## src/rtl/shift_sequencer_if.sv

```systemverilog
// Request/result and barrel-stage signals of the shift sequencer.
// The slave modport is the sequencer. The master modport is the ALU side plus the barrel stage.
interface shift_sequencer_if #(
    parameter int WIDTH = 8,
    parameter int AMT_W = 8
);
    logic             start;
    logic [1:0]       opcode;
    logic [WIDTH-1:0] data;
    logic [AMT_W-1:0] amount;
    logic             busy;
    logic             done;
    logic [WIDTH-1:0] result;
    logic [WIDTH-1:0] sh_in;
    logic [2:0]       sh_ctrl;
    logic [WIDTH-1:0] sh_out;

    modport master (
        output start, opcode, data, amount, sh_out,
        input  busy, done, result, sh_in, sh_ctrl
    );
    modport slave (
        input  start, opcode, data, amount, sh_out,
        output busy, done, result, sh_in, sh_ctrl
    );
endinterface

```

## src/rtl/shift_sequencer.sv

```systemverilog
// Multi-pass SRL/SLL controller around an 8-bit logical-shift-right barrel stage.
// Define SHIFT_SEQ_ROR_EN to enable the two-pass rotate-right opcode (11).
module shift_sequencer #(
    parameter int WIDTH    = 8,
    parameter int AMT_W    = 8,
    parameter int STEP_MAX = 7
) (
    input  logic              clk,
    input  logic              rst_n,
    shift_sequencer_if.slave  bus
);
    typedef enum logic [1:0] {S_IDLE, S_SHIFT, S_DONE} state_t;

    localparam logic [1:0] OP_SRL = 2'b00;
    localparam logic [1:0] OP_SLL = 2'b01;
    localparam logic [1:0] OP_RSV = 2'b10;
    localparam logic [1:0] OP_ROR = 2'b11;

    function automatic logic [WIDTH-1:0] rev(input logic [WIDTH-1:0] x);
        logic [WIDTH-1:0] r;
        for (int i = 0; i < WIDTH; i++) r[i] = x[WIDTH-1-i];
        return r;
    endfunction

    state_t           state;
    logic [1:0]       op;
    logic [WIDTH-1:0] acc;
    logic [3:0]       rem;
    logic             busy_q, done_q;
    logic [WIDTH-1:0] result_q;
`ifdef SHIFT_SEQ_ROR_EN
    logic [WIDTH-1:0] tmp;
    logic             phase;
`endif

    logic [2:0]       step;
    logic [3:0]       rem_nxt;
    logic [WIDTH-1:0] acc_nxt;
    logic [WIDTH-1:0] sh_in_c;
    logic [2:0]       sh_ctrl_c;
    logic [3:0]       amt_clamp;
    logic [3:0]       rem_init;
    logic             pass_thru;
    logic             accept;

    // SLL runs the right-shift stage on the bit-reversed operand
    always_comb begin
        step      = (rem > 4'(STEP_MAX)) ? 3'(STEP_MAX) : rem[2:0];
        rem_nxt   = rem - {1'b0, step};
        sh_in_c   = '0;
        sh_ctrl_c = '0;
        if (state == S_SHIFT) begin
            case (op)
                OP_SLL: begin
                    sh_in_c   = rev(acc);
                    sh_ctrl_c = step;
                end
`ifdef SHIFT_SEQ_ROR_EN
                OP_ROR: begin
                    sh_in_c   = phase ? rev(acc) : acc;
                    sh_ctrl_c = phase ? 3'(4'd8 - rem) : rem[2:0];
                end
`endif
                default: begin
                    sh_in_c   = acc;
                    sh_ctrl_c = step;
                end
            endcase
        end
        acc_nxt = (op == OP_SLL) ? rev(bus.sh_out) : bus.sh_out;
    end

    always_comb begin
        amt_clamp = (|bus.amount[AMT_W-1:3]) ? 4'd8 : {1'b0, bus.amount[2:0]};
        rem_init  = amt_clamp;
        pass_thru = (amt_clamp == 4'd0);
        case (bus.opcode)
            OP_RSV: pass_thru = 1'b1;
            OP_ROR: begin
`ifdef SHIFT_SEQ_ROR_EN
                rem_init  = {1'b0, bus.amount[2:0]};
                pass_thru = (bus.amount[2:0] == 3'd0);
`else
                pass_thru = 1'b1;
`endif
            end
            default: ;
        endcase
    end

    assign accept = bus.start && (state != S_SHIFT);

    always_ff @(posedge clk or negedge rst_n) begin
        if (!rst_n) begin
            state    <= S_IDLE;
            op       <= OP_SRL;
            acc      <= '0;
            rem      <= '0;
            busy_q   <= 1'b0;
            done_q   <= 1'b0;
            result_q <= '0;
`ifdef SHIFT_SEQ_ROR_EN
            tmp      <= '0;
            phase    <= 1'b0;
`endif
        end else begin
            done_q <= 1'b0;
            if (accept) begin
                acc <= bus.data;
                op  <= bus.opcode;
                rem <= rem_init;
`ifdef SHIFT_SEQ_ROR_EN
                phase <= 1'b0;
`endif
                if (pass_thru) begin
                    result_q <= bus.data;
                    done_q   <= 1'b1;
                    busy_q   <= 1'b0;
                    state    <= S_DONE;
                end else begin
                    busy_q <= 1'b1;
                    state  <= S_SHIFT;
                end
            end else begin
                case (state)
                    S_SHIFT: begin
`ifdef SHIFT_SEQ_ROR_EN
                        if (op == OP_ROR) begin
                            // pass A keeps the low part, pass B adds the wrapped high part
                            if (!phase) begin
                                tmp   <= bus.sh_out;
                                phase <= 1'b1;
                            end else begin
                                result_q <= tmp | rev(bus.sh_out);
                                done_q   <= 1'b1;
                                busy_q   <= 1'b0;
                                state    <= S_DONE;
                            end
                        end else
`endif
                        begin
                            acc <= acc_nxt;
                            rem <= rem_nxt;
                            if (rem_nxt == 4'd0) begin
                                result_q <= acc_nxt;
                                done_q   <= 1'b1;
                                busy_q   <= 1'b0;
                                state    <= S_DONE;
                            end
                        end
                    end
                    default: state <= S_IDLE;
                endcase
            end
        end
    end

    assign bus.busy    = busy_q;
    assign bus.done    = done_q;
    assign bus.result  = result_q;
    assign bus.sh_in   = sh_in_c;
    assign bus.sh_ctrl = sh_ctrl_c;
endmodule

```

## src/flat_wrapper.sv

```systemverilog
// flat-port wrapper written by rule: the top's interface ports become plain ports
module shift_sequencer_flat 
#(
    parameter int WIDTH    = 8,
    parameter int AMT_W    = 8,
    parameter int STEP_MAX = 7
)
  (clk, rst_n, bus_start, bus_opcode, bus_data, bus_amount, bus_sh_out, bus_busy, bus_done, bus_result, bus_sh_in, bus_sh_ctrl);
  shift_sequencer_if #(.WIDTH(WIDTH), .AMT_W(AMT_W)) bus_i ();
  input  logic clk;
  input  logic rst_n;
  input wire logic [$bits(bus_i.start)-1:0] bus_start;
  input wire logic [$bits(bus_i.opcode)-1:0] bus_opcode;
  input wire logic [$bits(bus_i.data)-1:0] bus_data;
  input wire logic [$bits(bus_i.amount)-1:0] bus_amount;
  input wire logic [$bits(bus_i.sh_out)-1:0] bus_sh_out;
  output wire logic [$bits(bus_i.busy)-1:0] bus_busy;
  output wire logic [$bits(bus_i.done)-1:0] bus_done;
  output wire logic [$bits(bus_i.result)-1:0] bus_result;
  output wire logic [$bits(bus_i.sh_in)-1:0] bus_sh_in;
  output wire logic [$bits(bus_i.sh_ctrl)-1:0] bus_sh_ctrl;
  assign bus_i.start = bus_start;
  assign bus_i.opcode = bus_opcode;
  assign bus_i.data = bus_data;
  assign bus_i.amount = bus_amount;
  assign bus_i.sh_out = bus_sh_out;
  assign bus_busy = bus_i.busy;
  assign bus_done = bus_i.done;
  assign bus_result = bus_i.result;
  assign bus_sh_in = bus_i.sh_in;
  assign bus_sh_ctrl = bus_i.sh_ctrl;
  shift_sequencer #(.WIDTH(WIDTH), .AMT_W(AMT_W), .STEP_MAX(STEP_MAX)) u_core (.clk(clk), .rst_n(rst_n), .bus(bus_i));
endmodule
```

## config.mk

```make
export PLATFORM = sky130hd
export DESIGN_NAME = shift_sequencer_flat
export DESIGN_NICKNAME = d
export VERILOG_FILES = /design/src/rtl/shift_sequencer_if.sv /design/src/rtl/shift_sequencer.sv /design/src/flat_wrapper.sv
export SDC_FILE = /design/constraint.sdc
export NUM_CORES = 1
export LEC_CHECK = 0
export BUFFER_PORTS_ARGS = -buffer_cell sky130_fd_sc_hd__buf_2
export CORE_ASPECT_RATIO = 1.5
export CORE_UTILIZATION = 44
export DETAILED_ROUTE_END_ITERATION = 10
export PLACE_DENSITY = 0.74
export SLEW_MARGIN = 20
export SYNTH_ARGS = -nofsm -noshare
export SYNTH_HDL_FRONTEND = slang
export SYNTH_SLANG_ARGS = --single-unit
export TNS_END_PERCENT = 1
```

## constraint.sdc

```tcl
create_clock -name clk -period 2 [get_ports clk]
set_input_delay 0.6 -clock clk [delete_from_list [all_inputs] [get_ports clk]]
set_output_delay 0.6 -clock clk [all_outputs]
set_load 0.005 [all_outputs]
```

==> results.json <==
{
  "antenna_found_initial": 0,
  "yosys_most_used_dff": "dfrtp_1",
  "clock-sinks": 26,
  "synth.avg_cell_area_um2": 9.45,
  "clockBufferDepth": 2,
  "fillers": 276,
  "port_buffers": 49,
  "synthTopCellsByArea": "dfrtp_1 (45%), mux2_2 (12%), nand2_1 (7.5%)",
  "grt.met1_usage_pct": 24.8,
  "mappedNetlistNets": 183,
  "dp_hpwl_mm": 2.96,
  "outcome": "finished, final reports clean",
  "routed_wl_mm": 3.78,
  "final_common_cell": "buf_2",
  "p_clk_share_pct": 10.4,
  "clk_pin_slew_ps": 80,
  "finalSetupViolations": 0,
  "ios": 50,
  "syn2layout_area_growth_pct": 32.0,
  "final_cell_mix": "buf_2 (49), nand2_1 (29), dfrtp_1 (26)",
  "grt_pass1_wl_mm": 6.27,
  "die_w_um": 48.8,
  "cts-root-buf": "clkbuf_8",
  "yosys_register_bits": 26,
  "ys_warn_count": 0,
  "yosys.area.top_type": "dfrtp_1",
  "first_iter_violations": 30,
  "tns_ps": 0,
  "fp-row-count": 25,
  "global_route.usage.met2_pct": 42.9,
  "fp.coreArea_mm2": 0.00313,
  "numCtsBuffers": 3,
  "worstSetupPathType": "input port to flip-flop",
  "min_path_type": "input port to async pin",
  "final_util_pct": 61.0,
  "tightest_slew_ps": 580,
  "dr.pass1.iters": 4,
  "worstSetupStartpointType": "input port",
  "switching_share_pct": 38.2,
  "fin_skew_ps": 2.25,
  "max_freq_mhz": 525,
  "dieHeight_um": 72.2,
  "diodes": 0,
  "h-tree-depth": 1,
  "nets": 247,
  "vias": 1408,
  "holdWs_ps": 331,
  "end_kind": "flip-flop",
  "async_flop_share_pct": 100,
  "synth_cell_types": 26,
  "synth_area_mm2": 0.00145,
  "grt_overflow": 0,
  "cp.required_ps": 2150,
  "gr-max-usage-layer": "met2",
  "p_switching_mw": 1.03,
  "route.detailed.wl_per_inst_um": 14.8,
  "start_util_pct": 46.2,
  "ant_nets": 0,
  "crit_chain": "buf_2, nor4_1, a211oi_1, a311oi_4, buf_12, mux2_2",
  "met3_usage_pct": 3.56,
  "gp_congestion": 0.794,
  "yosysSeqAreaShare_pct": 45.0,
  "power_mw": 2.70,
  "p_comb_share_pct": 54.3,
  "finalCriticalPeriod_ps": 1910,
  "p_int_mw": 1.67,
  "ir_worst_vdd_v": 0.000673,
  "cp_max_fo": 9,
  "track_usage_pct": 23.0,
  "critPathMaxStageDelay_ps": 370,
  "grt_pass1_vias": 1411,
  "dieArea_mm2": 0.00352,
  "power_density_mw_per_mm2": 1410,
  "p_leak_nw": 0.934,
  "fin_crit_sh_pct": 95.3,
  "drv_cap": 0,
  "seq_power_share_pct": 35.3,
  "critPathArrivalTime_ps": 2060,
  "syn_inst": 153,
  "grt_max_degree": 27,
  "relSlewSlack_pct": 61.3,
  "cts_tree": "done",
  "routed_via_density": 5.52,
  "critPathSlowestCell": "nor4_1",
  "finalMaxSlewViolations": 0,
  "synth_top_area_share_pct": 45.0,
  "drive_above_1_share_pct": 41.4,
  "drcViolationCount": 0,
  "hold_violations": 0,
  "synth_edf_count": 0,
  "rsz0062_at_grt": "false",
  "clkLatencyLatePin_ps": 260
}
-- Yosys cell counts (2+ instances only) --
cell,count
buf_1,2
mux2_2,16
nand2_1,29
a311oi_1,2
nor4_1,2
a31oi_1,2
nand2b_1,4
mux2i_1,9
clkbuf_1,4
nor2b_1,4
o21ai_0,14
nor2_1,9
nand3_1,9
a21oi_1,10
dfrtp_1,26
-- power groups by stage --
stage | combinational (mW) | sequential (mW) | clock [mW]
2_1_floorplan | 0.864 | 0.927 | 0
3_3_place_gp | 1.34 | 0.947 | 0
3_5_place_dp | 1.40 | 0.960 | 0
4_1_cts | 1.41 | 0.951 | 0.291
5_1_grt | 1.60 | 0.988 | 0.310
6_report | 1.46 | 0.953 | 0.281
-- worst max-delay path, delay by kind of cell --
family / cells / cell delay [ps]
compound gates: 2 / 480
simple gates: 1 / 370
buf+inv: 2 / 270
mux: 1 / 330
-- sequential cells by signal, indices dropped and copies added (netlist names) --
name	cells
u_core.bus.result	8
u_core.bus.done	1
u_core.rem	4
u_core.state	2
u_core.acc	8
u_core.op	2
u_core.bus.busy	1
-- timing repair --
item	4_1_cts	5_1_grt
buffers inserted	0	4
endpoints found under the setup margin	0	3
gates resized for setup	0	3
hold endpoints to repair	0	0
hold buffers	0	0
-- metal layers --
| metal | wire length, µm | vias up |
|---|---|---|
| met2 | 2030 | 45 |
| met1 | 1460 | 689 |
| met4 | 116 | 0 |
| li1 | - | 662 |
| met3 | 172 | 12 |
| met5 | 0 | - |
-- cells by family after synthesis --
group,count (synthesis),share of synthesized area (%)
buffers and inverters,9,2.68
AND/OR/NAND/NOR,60,18.9
multiplexers,25,18.7
adder cells (fa/ha/maj),1,0.866
flip-flops,26,45.0
AO/OA/AOI/OAI,32,13.9
-- area by class of cell --
cell class | count | area (µm²) | share of cell area [%]
Clock buffer | 3 | 41.3 | 2.16
Inverter | 1 | 3.75 | 0.197
Multi-Input combinational cell | 118 | 762 | 39.9
Sequential cell | 26 | 651 | 34.1
Tap cell | 40 | 50.0 | 2.62
Timing Repair Buffer | 67 | 400 | 21.0
-- final timing paths --
check | from | to | slack (ps) | cells after the start
max | bus_amount[4] | u_core.bus.result[3] | 90 | 6
min | rst_n | u_core.rem[2] | 330 | 1
max reg2reg | u_core.rem[0] | u_core.bus.result[3] | 150 | 6
min reg2reg | u_core.op[1] | u_core.op[1] | 500 | 2
max in group asynchronous | rst_n | u_core.rem[0] | 1290 | 1
min in group clk | u_core.op[1] | u_core.op[1] | 500 | 2
-- per-stage QoR --
stage,setup WS (ps),cells,instance area (µm²)
2_1_floorplan,5.36,153,1450
3_3_place_gp,-106,248,1820
3_5_place_dp,-179,248,1820
4_1_cts,75.1,251,1860
5_1_grt,16.3,255,1910
6_report,93.6,255,1910
No activity file was read; power rests on OpenSTA's default activity.
